**src/rtl/sum_sq_feeder.sv**
```systemverilog
// Sequential sum-of-squares stage: s = a*a + b*b via a bit-serial shift-add squarer,
// saturated to OUT_W bits, with valid/ready handshakes on both sides.
module sum_sq_feeder #(
  parameter int IN_W  = 11,
  parameter int OUT_W = 21
) (
  input  logic                   clk,
  input  logic                   rst_n,
  input  logic                   in_valid,
  output logic                   in_ready,
  input  logic signed [IN_W-1:0] a,
  input  logic signed [IN_W-1:0] b,
  output logic                   out_valid,
  input  logic                   out_ready,
  output logic [OUT_W-1:0]       s,
  output logic                   sat
);

  localparam int ACC_W = 2*IN_W + 1;
  localparam int CNT_W = $clog2(IN_W);

  typedef enum logic [1:0] {IDLE, SQ_A, SQ_B, DONE} state_t;

  state_t            r_state;
  state_t            w_state_nxt;
  logic [IN_W-1:0]   r_mag_a;
  logic [IN_W-1:0]   r_mag_b;
  logic [ACC_W-1:0]  r_acc;
  logic [CNT_W-1:0]  r_cnt;
  logic [OUT_W-1:0]  r_s;
  logic              r_sat;

  logic              w_accept;
  logic              w_last_bit;
  logic              w_busy;
  logic [IN_W-1:0]   w_mag_cur;
  logic [ACC_W-1:0]  w_addend;
  logic [ACC_W-1:0]  w_acc_nxt;
  logic              w_over;

  always_ff @(posedge clk or negedge rst_n) begin
    if (!rst_n) r_state <= IDLE;
    else        r_state <= w_state_nxt;
  end

  always_comb begin
    w_state_nxt = r_state;
    in_ready    = 1'b0;
    out_valid   = 1'b0;
    case (r_state)
      IDLE: begin
        in_ready = 1'b1;
        if (in_valid) w_state_nxt = SQ_A;
      end
      SQ_A: if (w_last_bit) w_state_nxt = SQ_B;
      SQ_B: if (w_last_bit) w_state_nxt = DONE;
      DONE: begin
        out_valid = 1'b1;
        if (out_ready) w_state_nxt = IDLE;
      end
      default: w_state_nxt = IDLE;
    endcase
  end

  assign w_accept   = in_valid && in_ready;
  assign w_last_bit = (r_cnt == CNT_W'(IN_W-1));
  assign w_busy     = (r_state == SQ_A) || (r_state == SQ_B);
  assign w_mag_cur  = (r_state == SQ_B) ? r_mag_b : r_mag_a;
  assign w_addend   = w_mag_cur[r_cnt] ? (ACC_W'(w_mag_cur) << r_cnt) : '0;
  assign w_acc_nxt  = r_acc + w_addend;
  // Any set bit at or above OUT_W means the sum exceeds the largest radicand.
  assign w_over     = |w_acc_nxt[ACC_W-1:OUT_W];

  always_ff @(posedge clk or negedge rst_n) begin
    if (!rst_n) begin
      r_mag_a <= '0;
      r_mag_b <= '0;
      r_acc   <= '0;
      r_cnt   <= '0;
      r_s     <= '0;
      r_sat   <= 1'b0;
    end else if (w_accept) begin
      // Negating the most negative value wraps to 2^(IN_W-1), the correct unsigned magnitude.
      r_mag_a <= a[IN_W-1] ? $unsigned(-a) : $unsigned(a);
      r_mag_b <= b[IN_W-1] ? $unsigned(-b) : $unsigned(b);
      r_acc   <= '0;
      r_cnt   <= '0;
    end else if (w_busy) begin
      r_acc <= w_acc_nxt;
      r_cnt <= w_last_bit ? '0 : r_cnt + 1'b1;
      if ((r_state == SQ_B) && w_last_bit) begin
        r_s   <= w_over ? '1 : w_acc_nxt[OUT_W-1:0];
        r_sat <= w_over;
      end
    end
  end

  assign s   = r_s;
  assign sat = r_sat;

endmodule

```
**config.mk**
```make
export PLATFORM = sky130hd
export DESIGN_NAME = sum_sq_feeder
export DESIGN_NICKNAME = d
export VERILOG_FILES = /design/src/rtl/sum_sq_feeder.sv
export SDC_FILE = /design/constraint.sdc
export NUM_CORES = 1
export LEC_CHECK = 0
export CAP_MARGIN = 40
export CORE_MARGIN = 4
export CORE_UTILIZATION = 65
export CTS_BUF_LIST = sky130_fd_sc_hd__clkbuf_2
export CTS_CLUSTER_DIAMETER = 200
export DETAILED_ROUTE_END_ITERATION = 10
export GPL_TIMING_DRIVEN = 0
export PLACE_DENSITY = 0.86
export SKIP_LAST_GASP = 1
export SYNTH_ARGS = -nofsm -noshare
export SYNTH_HDL_FRONTEND = slang
export SYNTH_SLANG_ARGS = --single-unit
```
**constraint.sdc**
```tcl
create_clock -name clk -period 6.2 [get_ports clk]
set_input_delay 1.86 -clock clk [delete_from_list [all_inputs] [get_ports clk]]
set_output_delay 1.86 -clock clk [all_outputs]
set_load 0.03 [all_outputs]
```
* Yosys cells after proc, flatten, opt, wreduce, memory -nomap -nowiden *
Cells that the tools add are included.

cells by class
  add/subtract/negate cells = 4
  magnitude comparators = 1
  eq/ne operators = 8
  shift operators = 1
  mux-type cells = 19
  bitwise operators = 1
  reduce and logical (&&, ||, !) cells = 8

operators by type and width
  cell                                                        count
  2-to-1 mux 23 bit                                           3
  2-to-1 mux 11 bit                                           3
  adder 23 bit                                                1
  left shift 11 x 4 -> 23 bit                                 1
  negation 11 bit                                             2
  2-to-1 mux 21 bit                                           1
  2-to-1 mux 4 bit                                            3
  2-to-1 mux 2 bit                                            4
  inequality test 2 bit, second input constant                4
  one-hot mux 2 bit (4 select lines)                          1
  less-than comparator 4 x 5 -> 1 bit, second input constant  1
  adder 4 x 1 -> 4 bit, second input constant                 1
  binary-select mux 1 bit (select 4 bit)                      1
  equality test 2 bit, second input constant                  2
  equality test 4 bit, second input constant                  1
  AND reduction 4 bit                                         1
  2-to-1 mux 1 bit                                            3
  AND reduction 3 bit                                         1
  equality test 2 x 1 -> 1 bit, second input constant         1
  logical AND 1 bit                                           2
  zero test 2 bit                                             1
  nonzero test 2 bit                                          1
  OR reduction 2 bit                                          1
  logical OR 1 bit                                            1
  inverter 1 bit                                              1

word-level totals
  flip-flop bits (word level) = 73
  bits of input ports = 26
  word-level logic and storage cells = 49

* Depth between registers and ports, before layout *
  word-level depth = 8
  gate-level depth with buffers = 22
  mapped depth without buffers = 19

* Least setup slack after synthesis *
Ideal clock, no wire load.

  path type = reg2reg
  start point = register r_state[0]
  end point = register r_s[0], in the netlist s[0]
  arrival = 3.991 ns
  data required time = 6.079 ns
  slack = 2.088 ns
  stages on the path, launching flop included = 19
  period minus slack after synthesis = 4.112 ns
  cell sequence = dfrtp_1 inv_1 ha_1 buf_2 mux4_2 mux4_2 nand2_4 nor2_1 ha_1 fa_1 a211oi_2 o21ai_2 o2111ai_2 a21oi_1 o21ai_2 xor2_2 nand3_4 buf_6 o22a_1

between the ends
  cells in the longest elaborated chain, start to end = 8
  elaborated cells between the ends (all ways) = 17
  classes of those cells = add/sub (1); eq/ne (2); shift (1); mux (6); bitwise (1); reduce/logical (6)

RTL lines
  item                                    RTL line    text
  start, declared                         24          state_t r_state;
  start signal, assigned                  43          else r_state <= w_state_nxt;
  equality test 2 bit                     67, 68, 91
  2-to-1 mux 11 bit                       68          assign w_mag_cur = (r_state == SQ_B) ? r_mag_b : r_mag_a;
  binary-select mux 1 bit (select 4 bit)  69          assign w_addend = w_mag_cur[r_cnt] ? (ACC_W'(w_mag_cur) << r_cnt) : '0;
  2-to-1 mux 1 bit (not written as such)  69
  2-to-1 mux 23 bit                       69
  adder 23 bit                            70          assign w_acc_nxt = r_acc + w_addend;
  OR reduction 2 bit                      72          assign w_over = |w_acc_nxt[ACC_W-1:OUT_W];
  2-to-1 mux 21 bit                       92          r_s <= w_over ? '1 : w_acc_nxt[OUT_W-1:0];
  end signal, assigned                    92
  end, declared                           30          logic [OUT_W-1:0] r_s;

Several ways; a longest one is shown, not always the timed one. The select of a mux whose other input is x is not followed.
A chain may end at the register's enable or synchronous reset.

* Worst setup path in the final report *
  start point = register r_state[0]
  end point = register r_s[6], in the netlist s[6]

Same word-level chain as after synthesis.

==> metrics.txt <==
# nets final 690; Hold Crit Class flop to flop; Clock transition at path regs 0.20 ns; total chip power 0.00303 W; io pins 50; Post-synth ARST share 100%; grt total ovfl 0; status finished clean; Cell variety after synth 64; TritonCTS clock tree done; CP Capture Type flop; worst-path fanout max 10; fin. max-slew vios 0; post-CTS setup buffer count 0; Worst-Skew Late Latency 0.52 ns; Final Hold Vio Count 0; Routed WL 13300 µm; DR pass1 iterations 8; PortBufs 47; ranking of synthesized cells by area dfrtp_1 (34%), ha_1 (7.0%), mux4_2 (5.9%); width of the die 98.8 µm; leading cell type in the layout, fill and taps excluded dfrtp_1; synthesized area per cell 9.34 µm²; Longest Clk Path Bufs 2; Req. time, crit path 6.61 ns; H-tree depth 3; fmax 207 MHz; largest net degree at the start of global routing 38; relative slew slack 47.9%; number of global-route vias before repair 4568; DP HPWL 10600 µm; crit path launch type flop; first-pass GRT wire length 22200 µm; crit path from r_state[0]$_DFFE_PN0P_; share of cells above drive strength 1 10.8%; area leader, netlist dfrtp_1; initial antenna violation count 0; Inserted Clock Buffers 9; First DRT Iteration DRCs 352; Cell Pwr Density 498 nW/µm²; Mapped Nets 631; arrival time worst endpoint 5.25 ns; Hold Crit Start s[5]$_DFFE_PN0P_; dominant synthesized flop cell dfrtp_1; max cap viols 0; Reg area 1830 µm²; RePlAce Congestion 0.907; DRC violations left 0; buffer type at the clock tree root clkbuf_2; #FFs+latches synth 73; full die area 9760 µm²; # clock sinks 73; EDFF count, synth 0; worst slew pin tran 0.781 ns; area grow syn2layout 13.4%; sequential share of the synthesized area 34.1%; Initial Util 68.0%; cell row count 32; RSZ-0062 raised after global routing false; Mapped Cells 574; drt via density 6.17; ratio of final minimum period to clock period 78.0%; leak pwr 2.64 nW; Post-Syn Area 5360 µm²; gr usage total 28.2%; core area 7890 µm²; vias 4556; worst clock skew 0.0244 ns; fillers 543; maximum vdd drop 0.000306 V; # setup viols final 0; most frequent cells in the layout dfrtp_1 (73), nor2_1 (68), nand2_1 (52); drt wl/cell 18.0 µm; Post-DRT Antenna Nets 0; chip height 98.8 µm; minimum clock period 4.83 ns; Fin Setup TNS 0 ns; post-synth top area share 34.1%; Multi-input gate area 3310 µm²; CTS-repair resized insts 0; Ys Warns 0; diodes inserted 0; Post-CTS Hold Fix Bufs 0; critical path class flop to flop; FF-to-FF Start r_state[0]$_DFFE_PN0P_
==> flip-flops by register name, summed over array words and instances (netlist names) <==
name	cells
r_state	2
r_mag_a	11
sat	1
r_mag_b	11
r_cnt	4
s	21
r_acc	23
==> final cells by class <==
| type | instances | area share (%) |
|---|---|---|
| Multi-Input combinational cell | 452 | 54.4 |
| Sequential cell | 73 | 30.0 |
| Timing Repair Buffer | 48 | 8.02 |
| Buffer | 32 | 2.61 |
| Tap cell | 102 | 2.10 |
| Inverter | 17 | 1.05 |
| Clock inverter | 6 | 0.988 |
| Clock buffer | 9 | 0.741 |
==> cell families (layout without fill, tap and decap cells) <==
family                     after synthesis  after routing  share of synthesized area, %
other                                    1              1                        0.0700
xor gates and xnor gates                37             37                          6.33
adders and majority gates               31             31                          7.38
muxes                                   47             47                          12.7
DFF                                     73             73                          34.1
and+or+nand+nor                        181            181                          15.8
buffers and inverters                   49            112                          4.15
AOI/OAI and AO/OA                      155            155                          19.5
==> synthesized netlist by cell type, types with 3 or more instances <==
cell,count
clkbuf_1,23
nor2_2,7
a211oi_1,6
nor3_1,4
a21oi_1,37
nand2b_1,6
mux2i_1,29
dfrtp_1,73
nor2_1,68
o22a_1,21
nand4_1,3
or2_2,4
inv_1,16
ha_1,30
a211oi_2,4
and3_1,4
xor2_1,23
nand3_1,3
or3_1,6
o31ai_1,3
and2_1,4
o21ai_2,3
o211ai_1,5
nor2b_1,6
nor4_1,6
a31oi_1,4
a21o_1,7
buf_2,3
xnor2_1,12
nand2_1,52
o21a_1,3
o21ai_0,33
mux4_2,14
o21ai_1,11
==> metrics by stage <==
step                      utilization [%]  cells  hold slack (ns)  setup WS [ns]  cell area, µm²
after floorplan                         -    574            0.466           2.09            5360
after global placement               75.5    723            0.490          0.886            5960
after detailed placement             75.8    724            0.497           1.44            5980
after CTS                            77.1    739            0.535           1.40            6080
after global routing                 77.1    739            0.559          0.993            6080
final                                77.1    739            0.530           1.37            6080
==> power breakdown <==
part           total, W  switching, W  internal (W)
Clock          0.000261      0.000173     0.0000877
Sequential     0.000776      0.000142      0.000633
Combinational   0.00199       0.00116      0.000834
Total           0.00303       0.00147       0.00156
==> path summary, 6_finish.rpt <==
check                                           to  slack, ns  cells past startpoint
setup / recovery                  s[6]$_DFFE_PN0P_       1.37                     21
hold / removal                    s[5]$_DFFE_PN0P_       0.53                      1
setup reg to reg                  s[6]$_DFFE_PN0P_       1.37                     21
max in group asynchronous  r_mag_b[10]$_DFFE_PN0P_       4.35                      2
hold reg to reg                   s[5]$_DFFE_PN0P_       0.53                      1
min in group asynchronous     r_acc[4]$_DFFE_PN0P_       1.26                      1
==> metal layers <==
layer	global-route usage (%)	part of all wire, %
met1	38.4	43
met2	46.0	48
met3	3.68	6.3
met4	10.8	2.5
met5	0	0
==> worst max-delay path, stage by stage, from the launching register on <==
cell     delay (ns)
dfrtp_1        0.46
inv_1          0.10
ha_1           0.21
buf_2          0.29
buf_4          0.24
mux4_2         0.35
mux2i_1        0.26
nor2_1         0.07
a21oi_1        0.23
o22a_1         0.20
nor2_2         0.04
ha_1           0.25
buf_2          0.17
nand4_1        0.11
a21oi_1        0.29
a21oi_2        0.12
nor4_1         0.36
o21ai_2        0.14
xor2_2         0.23
nand3_4        0.20
buf_6          0.22
o22a_1         0.17
Note: power is estimated with default switching activity, not from simulation.
